<file path="config.mk">
export PLATFORM = sky130hd
export DESIGN_NAME = mem_port_arbiter_flat
export DESIGN_NICKNAME = d
export VERILOG_FILES = /design/src/rtl/mem_port_arbiter_pkg.sv /design/src/rtl/mem_port_arbiter_if.sv /design/src/rtl/mem_port_arbiter_wait_timer.sv /design/src/rtl/mem_port_arbiter.sv /design/src/flat_wrapper.sv
export SDC_FILE = /design/constraint.sdc
export NUM_CORES = 1
export LEC_CHECK = 0
export ABC_AREA = 1
export CORE_MARGIN = 8
export CORE_UTILIZATION = 35
export DETAILED_ROUTE_END_ITERATION = 8
export PLACE_DENSITY_LB_ADDON = 0.3
export SYNTH_ARGS = -nofsm -noshare
export SYNTH_HDL_FRONTEND = slang
export SYNTH_SLANG_ARGS = --single-unit
</file>
<file path="constraint.sdc">
create_clock -name clk -period 1.29 [get_ports clk]
set_input_delay 0.129 -clock clk [delete_from_list [all_inputs] [get_ports clk]]
set_output_delay 0.129 -clock clk [all_outputs]
set_load 0.01 [all_outputs]
</file>
<file path="src/rtl/mem_port_arbiter_pkg.sv">
// Shared definitions for the IF/DM memory port arbiter.
//   WAIT_W       width of the ISSUE wait-state counter
//   arb_state_e  arbiter FSM states (IDLE -> ISSUE -> RESP -> IDLE)
//   arb_owner_e  which pipeline stage owns the latched transaction
package mem_port_arbiter_pkg;

   localparam int WAIT_W = 8;

   typedef enum logic [1:0] {
      ARB_IDLE  = 2'd0,
      ARB_ISSUE = 2'd1,
      ARB_RESP  = 2'd2
   } arb_state_e;

   typedef enum logic {
      OWNER_IF = 1'b0,
      OWNER_DM = 1'b1
   } arb_owner_e;

endpackage

</file>
<file path="src/rtl/mem_port_arbiter_if.sv">
// Request/acknowledge bus to the unified single-ported memory.
//   req    held high by the master until ack
//   we     1 = write, 0 = read
//   addr   word-aligned byte address
//   wdata  write data
//   ack    memory done; rdata valid in the same cycle
//   rdata  read data
// master: the arbiter side; slave: the memory side.
interface mem_port_arbiter_if #(
   parameter int ADDR_W = 32,
   parameter int DATA_W = 32
);
   logic              req;
   logic              we;
   logic [ADDR_W-1:0] addr;
   logic [DATA_W-1:0] wdata;
   logic              ack;
   logic [DATA_W-1:0] rdata;

   modport master (output req, we, addr, wdata, input ack, rdata);
   modport slave  (input req, we, addr, wdata, output ack, rdata);
endinterface

</file>
<file path="src/rtl/mem_port_arbiter_wait_timer.sv">
// Wait-state timer for the arbiter's ISSUE phase.
//   clk, reset  clock and synchronous active-low reset
//   start       clears the count (asserted on entry to ISSUE)
//   en          counts one wait state per cycle
//   expired     count has reached MAX_WAIT-1
// The count cannot wrap: the arbiter leaves ISSUE as soon as expired is seen.
module mem_port_arbiter_wait_timer
   import mem_port_arbiter_pkg::*;
#(
   parameter int MAX_WAIT = 15
) (
   input  logic clk,
   input  logic reset,
   input  logic start,
   input  logic en,
   output logic expired
);

   logic [WAIT_W-1:0] cnt_q, cnt_d;

   always_comb begin
      cnt_d = cnt_q;
      if (start) begin
         cnt_d = '0;
      end else if (en) begin
         cnt_d = cnt_q + WAIT_W'(1);
      end
   end

   always_ff @(posedge clk) begin
      if (!reset) begin
         cnt_q <= '0;
      end else begin
         cnt_q <= cnt_d;
      end
   end

   assign expired = (cnt_q == WAIT_W'(MAX_WAIT - 1));

endmodule

</file>
<file path="src/rtl/mem_port_arbiter.sv">
// Shares one single-ported memory between instruction fetch (IF) and the data
// stage (DM). DM has strict priority. A granted request is latched, issued on
// the req/ack bus until ack or timeout, then the owner gets a one-cycle ready
// pulse with registered read data.
//   clk, reset            clock, synchronous active-low reset
//   if_req/if_addr        fetch read request, held until if_ready
//   if_rdata/if_ready     fetched word and its completion pulse
//   dm_req/dm_we/dm_addr/dm_wdata  data request, held until dm_ready
//   dm_rdata/dm_ready     load data (0 for stores) and its completion pulse
//   mem                   master side of the memory req/ack bus
//   stall_f/stall_m       per-stage stall to the hazard logic
//   bus_error             sticky timeout flag, cleared only by reset
module mem_port_arbiter
   import mem_port_arbiter_pkg::*;
#(
   parameter int ADDR_W   = 32,
   parameter int DATA_W   = 32,
   parameter int MAX_WAIT = 15
) (
   input  logic                clk,
   input  logic                reset,
   input  logic                if_req,
   input  logic [ADDR_W-1:0]   if_addr,
   output logic [DATA_W-1:0]   if_rdata,
   output logic                if_ready,
   input  logic                dm_req,
   input  logic                dm_we,
   input  logic [ADDR_W-1:0]   dm_addr,
   input  logic [DATA_W-1:0]   dm_wdata,
   output logic [DATA_W-1:0]   dm_rdata,
   output logic                dm_ready,
   mem_port_arbiter_if.master  mem,
   output logic                stall_f,
   output logic                stall_m,
   output logic                bus_error
);

   // Masking keeps every address bit in use while forcing word alignment.
   localparam logic [ADDR_W-1:0] ALIGN_MASK = ~ADDR_W'(3);

   arb_state_e        state_q, state_d;
   arb_owner_e        owner_q, owner_d;
   logic              we_q, we_d;
   logic [ADDR_W-1:0] addr_q, addr_d;
   logic [DATA_W-1:0] wdata_q, wdata_d;
   logic [DATA_W-1:0] rdata_q, rdata_d;
   logic              bus_error_q, bus_error_d;
   logic              timer_start;
   logic              timer_en;
   logic              timer_expired;

   mem_port_arbiter_wait_timer #(
      .MAX_WAIT (MAX_WAIT)
   ) u_wait_timer (
      .clk     (clk),
      .reset   (reset),
      .start   (timer_start),
      .en      (timer_en),
      .expired (timer_expired)
   );

   assign timer_en = (state_q == ARB_ISSUE) && !mem.ack;

   always_comb begin
      state_d     = state_q;
      owner_d     = owner_q;
      we_d        = we_q;
      addr_d      = addr_q;
      wdata_d     = wdata_q;
      rdata_d     = rdata_q;
      bus_error_d = bus_error_q;
      timer_start = 1'b0;

      case (state_q)
         ARB_IDLE: begin
            // DM is the older instruction, so it always wins a tie.
            if (dm_req) begin
               owner_d     = OWNER_DM;
               we_d        = dm_we;
               addr_d      = dm_addr & ALIGN_MASK;
               wdata_d     = dm_wdata;
               timer_start = 1'b1;
               state_d     = ARB_ISSUE;
            end else if (if_req) begin
               owner_d     = OWNER_IF;
               we_d        = 1'b0;
               addr_d      = if_addr & ALIGN_MASK;
               wdata_d     = '0;
               timer_start = 1'b1;
               state_d     = ARB_ISSUE;
            end
         end
         ARB_ISSUE: begin
            // An ack in the final allowed cycle still counts as success.
            if (mem.ack) begin
               rdata_d = we_q ? '0 : mem.rdata;
               state_d = ARB_RESP;
            end else if (timer_expired) begin
               rdata_d     = '0;
               bus_error_d = 1'b1;
               state_d     = ARB_RESP;
            end
         end
         ARB_RESP: begin
            // Requests are not sampled here; the owner drops req on this edge.
            state_d = ARB_IDLE;
         end
         default: begin
            state_d = ARB_IDLE;
         end
      endcase
   end

   always_ff @(posedge clk) begin
      if (!reset) begin
         state_q     <= ARB_IDLE;
         owner_q     <= OWNER_IF;
         we_q        <= 1'b0;
         addr_q      <= '0;
         wdata_q     <= '0;
         rdata_q     <= '0;
         bus_error_q <= 1'b0;
      end else begin
         state_q     <= state_d;
         owner_q     <= owner_d;
         we_q        <= we_d;
         addr_q      <= addr_d;
         wdata_q     <= wdata_d;
         rdata_q     <= rdata_d;
         bus_error_q <= bus_error_d;
      end
   end

   assign mem.req   = (state_q == ARB_ISSUE);
   assign mem.we    = we_q;
   assign mem.addr  = addr_q;
   assign mem.wdata = wdata_q;

   assign if_ready  = (state_q == ARB_RESP) && (owner_q == OWNER_IF);
   assign dm_ready  = (state_q == ARB_RESP) && (owner_q == OWNER_DM);
   assign if_rdata  = rdata_q;
   assign dm_rdata  = rdata_q;

   assign stall_f   = if_req && !if_ready;
   assign stall_m   = dm_req && !dm_ready;
   assign bus_error = bus_error_q;

endmodule
</file>
<file path="src/flat_wrapper.sv">
// flat-port wrapper written by rule: the top's interface ports become plain ports
module mem_port_arbiter_flat import mem_port_arbiter_pkg::*;
#(
   parameter int ADDR_W   = 32,
   parameter int DATA_W   = 32,
   parameter int MAX_WAIT = 15
)
  (clk, reset, if_req, if_addr, if_rdata, if_ready, dm_req, dm_we, dm_addr, dm_wdata, dm_rdata, dm_ready, stall_f, stall_m, bus_error, mem_req, mem_we, mem_addr, mem_wdata, mem_ack, mem_rdata);
  mem_port_arbiter_if #(.ADDR_W(ADDR_W), .DATA_W(DATA_W)) mem_i ();
  input  logic clk;
  input  logic reset;
  input  logic if_req;
  input  logic [ADDR_W-1:0] if_addr;
  output logic [DATA_W-1:0] if_rdata;
  output logic if_ready;
  input  logic dm_req;
  input  logic dm_we;
  input  logic [ADDR_W-1:0] dm_addr;
  input  logic [DATA_W-1:0] dm_wdata;
  output logic [DATA_W-1:0] dm_rdata;
  output logic dm_ready;
  output logic stall_f;
  output logic stall_m;
  output logic bus_error;
  output wire logic [$bits(mem_i.req)-1:0] mem_req;
  output wire logic [$bits(mem_i.we)-1:0] mem_we;
  output wire logic [$bits(mem_i.addr)-1:0] mem_addr;
  output wire logic [$bits(mem_i.wdata)-1:0] mem_wdata;
  input wire logic [$bits(mem_i.ack)-1:0] mem_ack;
  input wire logic [$bits(mem_i.rdata)-1:0] mem_rdata;
  assign mem_req = mem_i.req;
  assign mem_we = mem_i.we;
  assign mem_addr = mem_i.addr;
  assign mem_wdata = mem_i.wdata;
  assign mem_i.ack = mem_ack;
  assign mem_i.rdata = mem_rdata;
  mem_port_arbiter #(.ADDR_W(ADDR_W), .DATA_W(DATA_W), .MAX_WAIT(MAX_WAIT)) u_core (.clk(clk), .reset(reset), .if_req(if_req), .if_addr(if_addr), .if_rdata(if_rdata), .if_ready(if_ready), .dm_req(dm_req), .dm_we(dm_we), .dm_addr(dm_addr), .dm_wdata(dm_wdata), .dm_rdata(dm_rdata), .dm_ready(dm_ready), .mem(mem_i), .stall_f(stall_f), .stall_m(stall_m), .bus_error(bus_error));
endmodule
</file>
* After elaboration in Yosys (flattened, before gate mapping) *
Index checks and enable logic that the tools add are counted.
W data, S select, Z words.

operators by class
  $lt $le $gt $ge = 0
  div/mod/pow operators = 0
  bitwise logic cells = 3
  multipliers = 0
  reduce and logical (&&, ||, !) cells = 16
  muxes and demuxes = 18
  eq/ne operators = 5
  add/sub/neg operators = 1
  shifts and indexed selects = 0

operator list
  kind                   number
  $mux W32               7
  $add A8 B1 Y8 const B  1
  $eq A8 B4 Y1 const B   1
  $mux W2                4
  $mux W1                6
  $reduce_and A2 Y1      3
  $logic_and A1 B1 Y1    5
  $pmux W2 S2            1
  $reduce_bool A2 Y1     2
  $logic_not A1 Y1       3
  $ne A3 B1 Y1 const B   1
  $ne A3 B3 Y1 const B   1
  $not A1 Y1             3
  $reduce_and A3 Y1      1
  $eq A2 B1 Y1 const B   1
  $eq A2 B2 Y1 const B   1
  $logic_not A2 Y1       1
  $reduce_or A2 Y1       1

word-level totals
  RAM bits = 0
  output and inout bits = 135
  latch bits = 0
  word-level logic and storage cells = 51
  input port bits = 134
  register bits after elaboration = 109
  memories kept = 0
  memory bits (read-only) = 0

* Depth between registers and ports, before layout *
  depth after elaboration = 4
  depth in mapped cells = 9
  mapped depth without buffers = 8

* By module *
From an unflattened synthesis, not the netlist that was laid out.

unflattened totals
  cells, all modules = 828
  area, all modules = 5,231.3 um^2

by module, submodules not included
  module                       instances  sequential area each (um^2)  area an instance (um^2)  cells an instance
  mem_port_arbiter             1          1,981.9                      4,827.1                  773
  mem_port_arbiter_wait_timer  1          160.2                        404.1                    55

* Worst setup path before layout *
No wires, ideal clock.

  kind = reg2reg
  start point = register u_core.u_wait_timer.cnt_q[0]
  end point = register u_core.rdata_q[19] (netlist: u_core.dm_rdata[19])
  path buffers = 2
  setup slack = -0.068 ns
  clock period less this slack = 1.358 ns
  data required time = 1.175 ns
  setup time = 0.115 ns
  data arrival time = 1.243 ns
  cell stages (with the launch flop) = 10
  cells stage by stage = dfxtp_1 -> inv_1 -> ha_1 -> nand3_2 -> o21bai_2 -> buf_6 -> buf_6 -> nand3_1 -> nand2_1 -> nor2_1

between the ends
  word-level cells in the longest chain between the ends = 3

ends and longest elaborated chain
  item                          RTL line                           RTL
  start: declaration            mem_port_arbiter_wait_timer.sv:19  logic [WAIT_W-1:0] cnt_q, cnt_d;
  start signal: assignment      mem_port_arbiter_wait_timer.sv:34  cnt_q <= cnt_d;
  $eq A8 B4 Y1                  mem_port_arbiter_wait_timer.sv:38  assign expired = (cnt_q == WAIT_W'(MAX_WAIT - 1));
  $reduce_bool A2 Y1 (no line)  n/a
  $reduce_and A2 Y1 (no line)   n/a
  end signal: assignment        mem_port_arbiter.sv:129            rdata_q <= rdata_d;
  end: declaration              mem_port_arbiter.sv:46             logic [DATA_W-1:0] rdata_q, rdata_d;

Every way passes these cells.
A chain may end at the register's enable or synchronous reset.

* Final worst setup path *
  start point = register u_core.state_q[1]
  end point = output stall_m

between the ends
  word-level cells in the longest chain between the ends = 4

ends and longest elaborated chain
  item                      RTL line                 RTL
  start: declaration        mem_port_arbiter.sv:41   arb_state_e state_q, state_d;
  start signal: assignment  mem_port_arbiter.sv:124  state_q <= state_d;
  $eq A2 B2 Y1              mem_port_arbiter.sv:140  assign dm_ready = (state_q == ARB_RESP) && (owner_q == OWNER_DM);
  $logic_and A1 B1 Y1       mem_port_arbiter.sv:140
  $logic_not A1 Y1          mem_port_arbiter.sv:145  assign stall_m = dm_req && !dm_ready;
  $logic_and A1 B1 Y1       mem_port_arbiter.sv:145
  end: declaration          flat_wrapper.sv:23       output logic stall_m;

Every way passes these cells.

==> Flow_metrics.wiki <==
{| class="wikitable"
! Metric !! Value
|-
| Run status || complete, but fails checks
|-
| Most frequent cells after synthesis || nand2_1, nor2_1, dfxtp_1, o21ai_0, inv_1
|-
| Crit. End Element || output pin
|-
| Yosys top cell by area || dfxtp_1
|-
| Routability Congestion || about 0.75
|-
| Final Routed Wirelength || 16150 um
|-
| Final period util || 1.109
|-
| Clock period minus final worst setup slack || about 1400 ps
|-
| Htree depth || 3
|-
| Fraction of synthesized cell area taken by the top area cell type || 0.4352
|-
| Core region area || 0.01383 mm^2
|-
| RSZ-0062 raised after global routing || true
|-
| Total routing resource utilization after global routing || 0.1670
|-
| Die width || 134.6 um
|-
| Summed instance area of the synthesized netlist || slightly below 0.005 mm^2
|-
| Number of vias per cell || between 4 and 5
|-
| Number of global-route vias before repair || 4843
|-
| Number of buffers added on ports || 262
|-
| Residual DRC count || 0
|-
| Worst slack at placement || -246.2 ps
|-
| Critical path peak fanout || 4
|-
| Number of nets at the end of the flow || 1095
|-
| Share of layout cells above drive strength 1 || 0.1369
|-
| Post-synthesis average cell area || around 7 um^2
|-
| Maximum number of pins on one net before global-route repair || 52
|-
| P&R area growth vs syn || 68.25%
|-
| Insertion delay of the later-clocked pin in the worst-skew pair || about 350 ps
|-
| Area of the die || between 0.015 and 0.02 mm^2
|-
| Clock skew || between 10 and 15 ps
|-
| Required time of the critical path || 1160 ps
|-
| Root buf cell || clkbuf_16
|-
| Post-synth EDFFs || 0
|-
| Fraction of synthesis flops using an asynchronous set or reset pin || 0
|-
| Final Hold Violating Endpoints || 0
|-
| Drt pass-1 iters || 5
|-
| Max cap viols || 0
|-
| Startpoint of the most critical hold path || reset
|-
| Final count of pins violating max slew || 0
|-
| Min setup slack post-route || -140.1 ps
|-
| Data arrival, critical path || 1300 ps
|-
| Part of the Yosys area used for sequential elements || 0.4352
|-
| Layout filler cell count || between 1000 and 1500
|-
| Violated checks || negative setup slack
|-
| Synthesized instance count || a little over 700
|-
| Number of instances on the worst hold path || 3
|-
| Most used flip-flop cell after synthesis || dfxtp_1
|-
| Hold Crit Class || input port to flop
|-
| Highest ir drop seen on vdd || 950.8 uV
|-
| Leakage power || 4.128 nW
|-
| Global-route wire length before repair || roughly 24000 um
|-
| TritonCTS sink count || between 100 and 150
|-
| Synth Register Bits || roughly 110
|-
| Yosys warning total || 0
|-
| Estimated wirelength of the detail-placed design || ~12000 um
|-
| Antenna fix cells || 0
|-
| Startpoint-to-endpoint class of the critical path || flop to output pin
|-
| Hold buffer count at cts || 0
|-
| Destination of the worst hold path || u_core.owner_q
|-
| Endpoint of the worst register-to-register path || u_core.dm_rdata[4]
|-
| Overall die height || approximately 130 um
|-
| Largest cells by area after synthesis || dfxtp_1, nand2_1, nor2_1
|-
| Clock-pin transition on the worst setup and hold timing paths || 80 ps
|-
| Residual antenna-violating net count after detailed routing || 0
|-
| Number of top-level pins || 269
|-
| Sum of negative setup slack || -2541 ps
|-
| Startpoint types || flop
|-
| Final setup viols || 37
|-
| Antenna violations before repair || 0
|-
| Drt initial violations || 159
|-
| Num CTS Buffers || 9
|-
| Maximum buffer depth of the clock tree || 2
|-
| Wire length per cell after detailed routing || 14.11 um
|-
| Clock tree from TritonCTS || done
|-
| Effective utilization at floorplan || 0.3560
|-
| Number of cell rows || 43
|-
| Reg2reg start || u_core.u_wait_timer.cnt_q[0]
|-
| Highest attainable clock frequency || 699.3 MHz
|-
| Reg-to-reg setup timing slack || -110 ps
|-
| Via total after detailed routing || 5123
|-
| Count of distinct cell types in the synthesized netlist || 33
|-
| Grt ovf || 0
|-
| Total Power Consumption || 8.829 mW
|-
| Number of cells on the worst reg-to-reg path || 9
|-
| Power Dens Cells || 1066 mW/mm^2
|-
| Most common cell in the synthesized netlist || nand2_1
|}
==> placed cells by master (no fill, tap or decap), drive strengths merged, types with 15 or more instances in the layout <==
master and count:
dlygate4sd2 128, clkdlybuf4s50 127, inv 90, buf 53, nor2 115, clkbuf 15, a21oi 35, o21ai 101
nand3 31, dfxtp 107, nand2 146
==> where the power goes <==
part | total (mW) | leakage, nW | switching [mW] | internal, mW
registers | 3.71 | 0.881 | 0.145 | 3.56
logic | 2.23 | 3.09 | 1.06 | 1.18
clock network | 2.89 | 0.155 | 1.33 | 1.56
==> layout make-up <==
| cell class | count | area [um^2] | share of cell area |
|---|---|---|---|
| Inverter | 85 | 326.6 | 0.03943 |
| Multi-Input combinational cell | 442 | 2141 | 0.2585 |
| Clock buffer | 9 | 225.2 | 0.02719 |
| Sequential cell | 107 | 2150 | 0.2596 |
| Clock inverter | 7 | 87.58 | 0.01058 |
| Timing Repair Buffer | 314 | 3127 | 0.3775 |
| Tap cell | 180 | 225.2 | 0.02719 |
==> per-stage QoR <==
stage	utilization	cells	instance area (um^2)	hold WS, ps
after detailed placement	0.5556	1112	7682	446.3
after CTS	0.5787	1132	8001	182.4
after global routing	0.5990	1144	8282	244.2
final	0.5990	1144	8282	194.2
after global placement	0.5556	1112	7682	436.2
after floorplan	-	708	4955	267.3
==> worst max-delay path: stages (launching register included) <==
cell and delay [ps]:
dfxtp_2 350, inv_2 40, or2_4 260, o21ai_2 130, inv_2 60, buf_6 110
==> registers in the layout, summed over array words and instances, names as in the netlist <==
signal	cells
u_core.bus_error	1
u_core.state_q	2
u_core.mem.addr	30
u_core.mem.we	1
u_core.u_wait_timer.cnt_q	8
u_core.owner_q	1
u_core.dm_rdata	32
u_core.mem.wdata	32
==> metal layers <==
metal,routed length (um),vias to the layer above,part of all wire,global-route usage
li1,-,2665,-,-
met4,187,0,0.012,0.05240
met1,6505,2253,0.40,0.1850
met3,1877,13,0.12,0.07987
met2,7575,192,0.47,0.2767
met5,0,-,0,0
==> cell families after synthesis <==
kind of cell	Yosys count	share of synthesized area
AOI/OAI and AO/OA	139	0.1533
buffers and inverters	160	0.1617
xor gates and xnor gates	1	0.001780
DFF	107	0.4352
and+or+nand+nor	297	0.2422
adders and majority gates	2	0.005083
other	1	0.0007619
==> repair_timing <==
item / in CTS / in global routing
pin swaps: 2 / 14
gates resized for setup: 181 / 31
gates cloned: 2 / 8
buffers inserted: 2 / 4
setup endpoints to repair: 223 / 104
==> worst max-delay path by stage <==
stage                            startpoint  slack [ps]                  end
2_1_floorplan  u_core.u_wait_timer.cnt_q[0]          10  u_core.dm_rdata[19]
3_3_place_gp              u_core.state_q[1]        -250             dm_ready
3_5_place_dp              u_core.state_q[1]        -250             dm_ready
4_1_cts                   u_core.state_q[1]        -150              stall_m
5_1_grt        u_core.u_wait_timer.cnt_q[0]        -210   u_core.dm_rdata[4]
6_report                  u_core.state_q[1]        -140              stall_m
No activity file was read; power rests on OpenSTA's default activity.
